===== config.mk =====
export PLATFORM = sky130hd
export DESIGN_NAME = pipelined_adder
export DESIGN_NICKNAME = d
export VERILOG_FILES = /design/src/rtl/pipelined_adder.sv
export SDC_FILE = /design/constraint.sdc
export NUM_CORES = 1
export LEC_CHECK = 0
export BUFFER_PORTS_ARGS = -buffer_cell sky130_fd_sc_hd__buf_2
export CAP_MARGIN = 20
export CORE_AREA = 5 5 46 87
export DETAILED_ROUTE_END_ITERATION = 12
export DIE_AREA = 0 0 51 92
export PLACE_DENSITY = 0.8
export RECOVER_POWER = 100
export SETUP_SLACK_MARGIN = 0.15
export SLEW_MARGIN = 20
export SYNTH_ARGS = -nofsm -noshare
export SYNTH_HDL_FRONTEND = slang
export SYNTH_SLANG_ARGS = --single-unit

===== constraint.sdc =====
create_clock -name clk -period 2.6 [get_ports clk]
set_input_delay 0.26 -clock clk [delete_from_list [all_inputs] [get_ports clk]]
set_output_delay 0.26 -clock clk [all_outputs]
set_load 0.05 [all_outputs]

===== src/rtl/pipelined_adder.sv =====
// -----------------------------------------------------------------------------
// pipelined_adder
//
// Pipelined unsigned add/subtract unit. The WIDTH-bit operands are cut into
// CHUNK-bit slices and one slice is resolved per register stage, so the carry
// chain in any single cycle is only CHUNK bits long. Subtraction is done as
// A + ~B + 1 by inverting B and forcing the carry into the lowest slice.
// A single global advance signal moves the whole pipe at once. The pipe is
// never compacted, so bubbles travel through it just like data.
//
// Parameters
//   WIDTH  operand width in bits (must be a multiple of CHUNK)
//   CHUNK  bits resolved per pipeline stage; STAGES = WIDTH / CHUNK
//
// Ports
//   clk        system clock, rising edge
//   resetn     asynchronous active-low reset
//   in_valid   in0/in1/sub carry an operation this cycle
//   in_ready   unit accepts an operation this cycle
//   in0, in1   unsigned operands A and B
//   sub        0: A+B, 1: A-B
//   out_valid  out holds a result
//   out_ready  consumer takes the result this cycle
//   out        {carry / not-borrow, sum or difference mod 2^WIDTH}
// -----------------------------------------------------------------------------
module pipelined_adder #(
  parameter int WIDTH = 9,
  parameter int CHUNK = 3
) (
  input  logic             clk,
  input  logic             resetn,
  input  logic             in_valid,
  output logic             in_ready,
  input  logic [WIDTH-1:0] in0,
  input  logic [WIDTH-1:0] in1,
  input  logic             sub,
  output logic             out_valid,
  input  logic             out_ready,
  output logic [WIDTH:0]   out
);

  localparam int STAGES = WIDTH / CHUNK;

  logic             adv;
  logic [WIDTH-1:0] b_in;

  // Inter-stage registers; element k is the output of stage k. The final
  // stage writes out_q instead, so element STAGES-1 stays unused.
  logic [WIDTH-1:0] a_p [STAGES];
  logic [WIDTH-1:0] b_p [STAGES];
  logic [WIDTH-1:0] s_p [STAGES];
  logic             c_p [STAGES];
  logic [STAGES-1:0] vld_p;
  logic [WIDTH:0]   out_q;

  // The whole pipe moves whenever the output slot is empty or being drained.
  // A pop and a push can therefore happen on the same edge.
  assign adv       = !out_valid || out_ready;
  assign in_ready  = adv;
  assign out_valid = vld_p[STAGES-1];
  assign out       = out_q;

  // Inverting B here and forcing cin=sub in stage 0 gives A + ~B + 1.
  assign b_in = sub ? ~in1 : in1;

  // Valid bits shift with the data. An empty input slot becomes a bubble.
  always_ff @(posedge clk or negedge resetn) begin
    if (!resetn) begin
      vld_p <= '0;
    end else if (adv) begin
      vld_p[0] <= in_valid;
      for (int k = 1; k < STAGES; k++) begin
        vld_p[k] <= vld_p[k-1];
      end
    end
  end

  for (genvar k = 0; k < STAGES; k++) begin : g_stage
    logic [CHUNK-1:0] a_ch;
    logic [CHUNK-1:0] b_ch;
    logic             c_in;
    logic [WIDTH-1:0] s_in;
    logic [CHUNK:0]   chunk_sum;
    logic [WIDTH-1:0] s_next;

    // ---- stage k input: slice k of the operands plus the incoming carry ----
    if (k == 0) begin : g_head
      assign a_ch = in0[CHUNK-1:0];
      assign b_ch = b_in[CHUNK-1:0];
      assign c_in = sub;
      assign s_in = '0;
    end else begin : g_body
      assign a_ch = a_p[k-1][k*CHUNK +: CHUNK];
      assign b_ch = b_p[k-1][k*CHUNK +: CHUNK];
      assign c_in = c_p[k-1];
      assign s_in = s_p[k-1];
    end

    assign chunk_sum = {1'b0, a_ch} + {1'b0, b_ch} + {{CHUNK{1'b0}}, c_in};

    // Lower result slices ride along unchanged so that every slice lands in
    // the output register on the same edge.
    always_comb begin
      s_next = s_in;
      s_next[k*CHUNK +: CHUNK] = chunk_sum[CHUNK-1:0];
    end

    // ---- stage k register boundary ----
    if (k < STAGES - 1) begin : g_reg
      logic [WIDTH-1:0] a_fwd;
      logic [WIDTH-1:0] b_fwd;

      if (k == 0) begin : g_fwd_head
        assign a_fwd = in0;
        assign b_fwd = b_in;
      end else begin : g_fwd_body
        assign a_fwd = a_p[k-1];
        assign b_fwd = b_p[k-1];
      end

      // Data registers carry no reset. The valid bits alone decide whether a
      // slot holds anything meaningful.
      always_ff @(posedge clk) begin
        if (adv) begin
          a_p[k] <= a_fwd;
          b_p[k] <= b_fwd;
          s_p[k] <= s_next;
          c_p[k] <= chunk_sum[CHUNK];
        end
      end
    end else begin : g_out
      // The output register is cleared on reset so out reads 0 while idle.
      always_ff @(posedge clk or negedge resetn) begin
        if (!resetn) begin
          out_q <= '0;
        end else if (adv) begin
          out_q <= {chunk_sum[CHUNK], s_next};
        end
      end
    end
  end

endmodule


* After elaboration in Yosys (flattened, before gate mapping)
Memories as Yosys holds them, arrays and structs flattened. A register that Yosys moved wholly into a read port is not among the register bits. Cells that the tools add are included.
Storage, ports and cells: memories kept 4, output and inout port bits 12, input port bits 23, logic and storage cells 19, bits in writable memories 84, register bits 13
Operators by class: bitwise operators 1, mux-type cells 3, add/sub/neg operators 6, reductions and logical operators 3
Memory list:
- a_p | words 3, bits a word 9, read ports 2, clocked after memory_dff 0, wr ports 2, RTL line 49 | logic [WIDTH-1:0] a_p [STAGES];
- b_p | words 3, bits a word 9, read ports 2, clocked after memory_dff 0, wr ports 2, RTL line 50 | logic [WIDTH-1:0] b_p [STAGES];
- s_p | words 3, bits a word 9, read ports 2, clocked after memory_dff 1, wr ports 2, RTL line 51 | logic [WIDTH-1:0] s_p [STAGES];
- c_p | words 3, bits a word 1, read ports 2, clocked after memory_dff 0, wr ports 2, RTL line 52 | logic c_p [STAGES];
Operators by type and width (number):
- 3-bit by 3-bit adder with 4-bit output | 3
- 4-bit by 1-bit adder with 4-bit output | 3
- 9-bit 2-to-1 mux | 1
- 9-bit inverter | 1
- 1-bit logical NOT | 2
- 1-bit 2-to-1 mux | 2
- 1-bit logical OR | 1

* Depth between registers and ports, before layout
depth after elaboration 4, gate-level depth with buffers 5, gate-level depth less buffers 5

* Worst setup path after synthesis
Ideal clock, no wire load.
path type reg2reg, start mem c_p[1][0], in the netlist c_p[0][1], end reg out_q[8], in the netlist out[8], path buffers 0, library setup time 77 ps, data required time 2523 ps, cell stages (with the launch flop) 6, period minus slack after synthesis 1508 ps, arrival time 1430 ps, path slack 1092 ps, cells stage by stage edfxtp_1 > inv_1 > fa_1 > fa_1 > xor2_1 > a21oi_1
RTL lines:
- start: declaration | RTL line 52
- end signal: assignment | RTL line 137 | out_q <= {chunk_sum[CHUNK], s_next};
- end: declaration | RTL line 54 | logic [WIDTH:0] out_q;

* Worst setup path in the final report
start reg vld_p[2], end out in_ready
On the way: longest elaborated chain between the ends 2
RTL lines:
- start: declaration | RTL line 53 | logic [STAGES-1:0] vld_p;
- start signal: indexed assignment | RTL line 73 | vld_p[k] <= vld_p[k-1];
- 1-bit logical NOT | RTL line 58 | assign adv = !out_valid || out_ready;
- 1-bit logical OR | RTL line 58
- end: declaration | RTL line 33 | output logic in_ready,
No other way between the ends.

==> impl_metrics.ini <==
[worst_setup_path]
crit_fanout = 47
required_ns = 2.34
worst-path-buf-inv = 1
crit_cells = 2
worstSetupEndpoint = in_ready
worstPathCellList = nand2b_4, clkbuf_1
critPathLaunch = vld_p[2]
ff2ff_setup_slack_ns = 1.01
rr_startpoint = c_p[0][1]
cp_slowest_cell = clkbuf_1
critPathKind = reg -> out
critical_path.top_delay_family = buffers and inverters
endpoint_kind = output port
start_kind = flop
worst_ep_arrival_time_ns = 1.68
reg2reg_depth = 5
slowest_delay_ns = 0.52
r2r-end = out[8]

[place]
hpwl_um = 1740
place_congestion = 0.638
placedCellCount = 166
io_buffer_count = 34

[clocking]
numCtsBuffers = 5
post_cts_buffers = 0
insertion_delay_ns = 0.29
cts.sink_count = 42
cts_buffer_depth = 2
root_buffer = clkbuf_8
h-tree-depth = 2
clk_pin_slew_ns = 0.07
cts_tree = built

[synthesis]
synth_edf_count = 29
avgSynthCellArea_um2 = 17.2
syn_nets = 138
synth_ff_type = edfxtp_1
syn_inst = 104
async_flop_share = 0.310
ys_warn_count = 0
ys_ff_latch = 42
netlist_area_um2 = 1790
ys_types = 22
ys_seq_area_frac = 0.668

[sta]
fin_crit_ns = 1.94
rsz0062_at_grt = no
setup_viol = 0
fmax_mhz = 516
maxSlewHeadroom = 0.551
drv_slew = 0
skew_ns = 0.00509
worst-slew-pin-transition_ns = 0.673
finalSetupTns_ns = 0
finalCritPeriodShare = 0.746
final-hold-violation-count = 0

[floorplanning]
core-area_um2 = 3230
io_pins = 35
num_rows = 29
start_util = 0.555
die_h_um = 92
die_area_um2 = 4690
die_width_um = 51

[global_route]
grt_pass1_wl_um = 4030
gr-total-overflow = 0
grt_pass1_vias = 962
antenna_found_initial = 0
grt_max_degree = 48
grtUsageTotal = 0.118

[worst_hold_path]
hold_class = in -> reg
holdPathStages = 1

[power]
p_per_area_nw_per_um2 = 1060
ir_drop_mv = 0.518
leakage_nw = 0.859

[route]
vias_per_cell = 5.14
vias = 900
drtIter0Drc = 23
drc = 0
wl_per_cell_um = 13.4
postRouteAntennaNets = 0
routed_wl_um = 2340
dr.pass1.iters = 4

[final_layout]
num-fill-cells = 252
area_delta_synth_final_pct = 13.3
final_nets = 177
multi_input_area_um2 = 487
n_antenna_cell = 0
fin_cells = 175
drive_gt1_frac = 0.208
seqCellArea_um2 = 1200

[flow_run]
cap_violations = 0

[run_status]
status = complete, no violations
-- cell type report --
class,count,share of cell area
flip-flops and latches,42,0.589
clock buffers,6,0.0357
repair buffers,35,0.0795
well taps,31,0.0191
inverters,10,0.0185
clock inverters,2,0.0185
multi-input cells,49,0.240
-- cells by family (layout without fill, tap and decap cells) --
family	after synthesis	in the layout	share of synthesized area
and+or+nand+nor	9	9	0.0293
AOI/OAI and AO/OA	8	8	0.0293
buffers and inverters	13	53	0.0440
muxes	9	9	0.0733
DFF	42	42	0.668
adders and majority gates	11	11	0.0978
xor gates and xnor gates	12	12	0.0587
-- metal layers --
metal | up-vias | GRT usage | wire (µm)
li1 | 433 | - | -
met1 | 427 | 0.112 | 789
met2 | 33 | 0.204 | 1310
met3 | 7 | 0.0373 | 168
met4 | 0 | 0.0831 | 78
met5 | - | 0 | 0
-- stage by stage --
step                      power (mW)  hold WS [ns]  cell area (µm²)  setup WS [ns]   util
after floorplan                 1.59       -0.0356             1790           1.09      -
after global placement          1.72         0.154             1960           1.05  0.607
after detailed placement        1.75         0.158             1960          0.993  0.607
after CTS                       2.25         0.127             2080          0.746  0.644
after global routing            2.27         0.123             2030          0.584  0.629
final                           2.14         0.140             2030          0.661  0.629
-- cell usage after synthesis (all sizes together) (2+ instances only) --
cell type / number / share of area
a21oi: 4 / 0.011
xor2: 11 / 0.054
nor2: 4 / 0.0098
inv: 10 / 0.021
nand2b: 2 / 0.011
buf: 3 / 0.023
mux2: 9 / 0.073
fa: 5 / 0.056
a21o: 2 / 0.0084
edfxtp: 29 / 0.49
dfrtp: 13 / 0.18
ha: 6 / 0.042
-- where the power goes --
group	internal [mW]	switching, mW
Combinational	0.167	0.472
Clock	0.286	0.207
Sequential	0.939	0.0734
Total	1.39	0.753
-- cell usage in the layout, fill, tap and decap left out, drive strengths merged, types with 4 or more instances in the layout --
cell type,n
nor2,4
mux2,9
inv,10
a21oi,4
xor2,11
buf,19
clkbuf,21
ha,6
edfxtp,29
fa,5
dfrtp,13
-- sequential cells by signal, summed over array words and instances, names as in the netlist --
register	flops
out	10
b_p	9
vld_p	3
s_p	9
c_p	2
a_p	9
-- repair_timing --
action                                 in CTS  in global routing
endpoints found under the hold margin      13                  0
gates resized for setup                     0                  0
hold buffers                                1                  0
setup endpoints to repair                   0                  0
-- worst min path at each step --
stage                       from   endpoint  slack [ns]
after floorplan           resetn     out[0]       -0.04
after global placement    resetn     out[1]        0.15
after detailed placement  resetn     out[0]        0.16
after CTS                 in0[3]  a_p[0][3]        0.13
after global routing      in0[3]  a_p[0][3]        0.12
final                     in0[7]  a_p[0][7]        0.14
No activity file was read; power rests on OpenSTA's default activity.
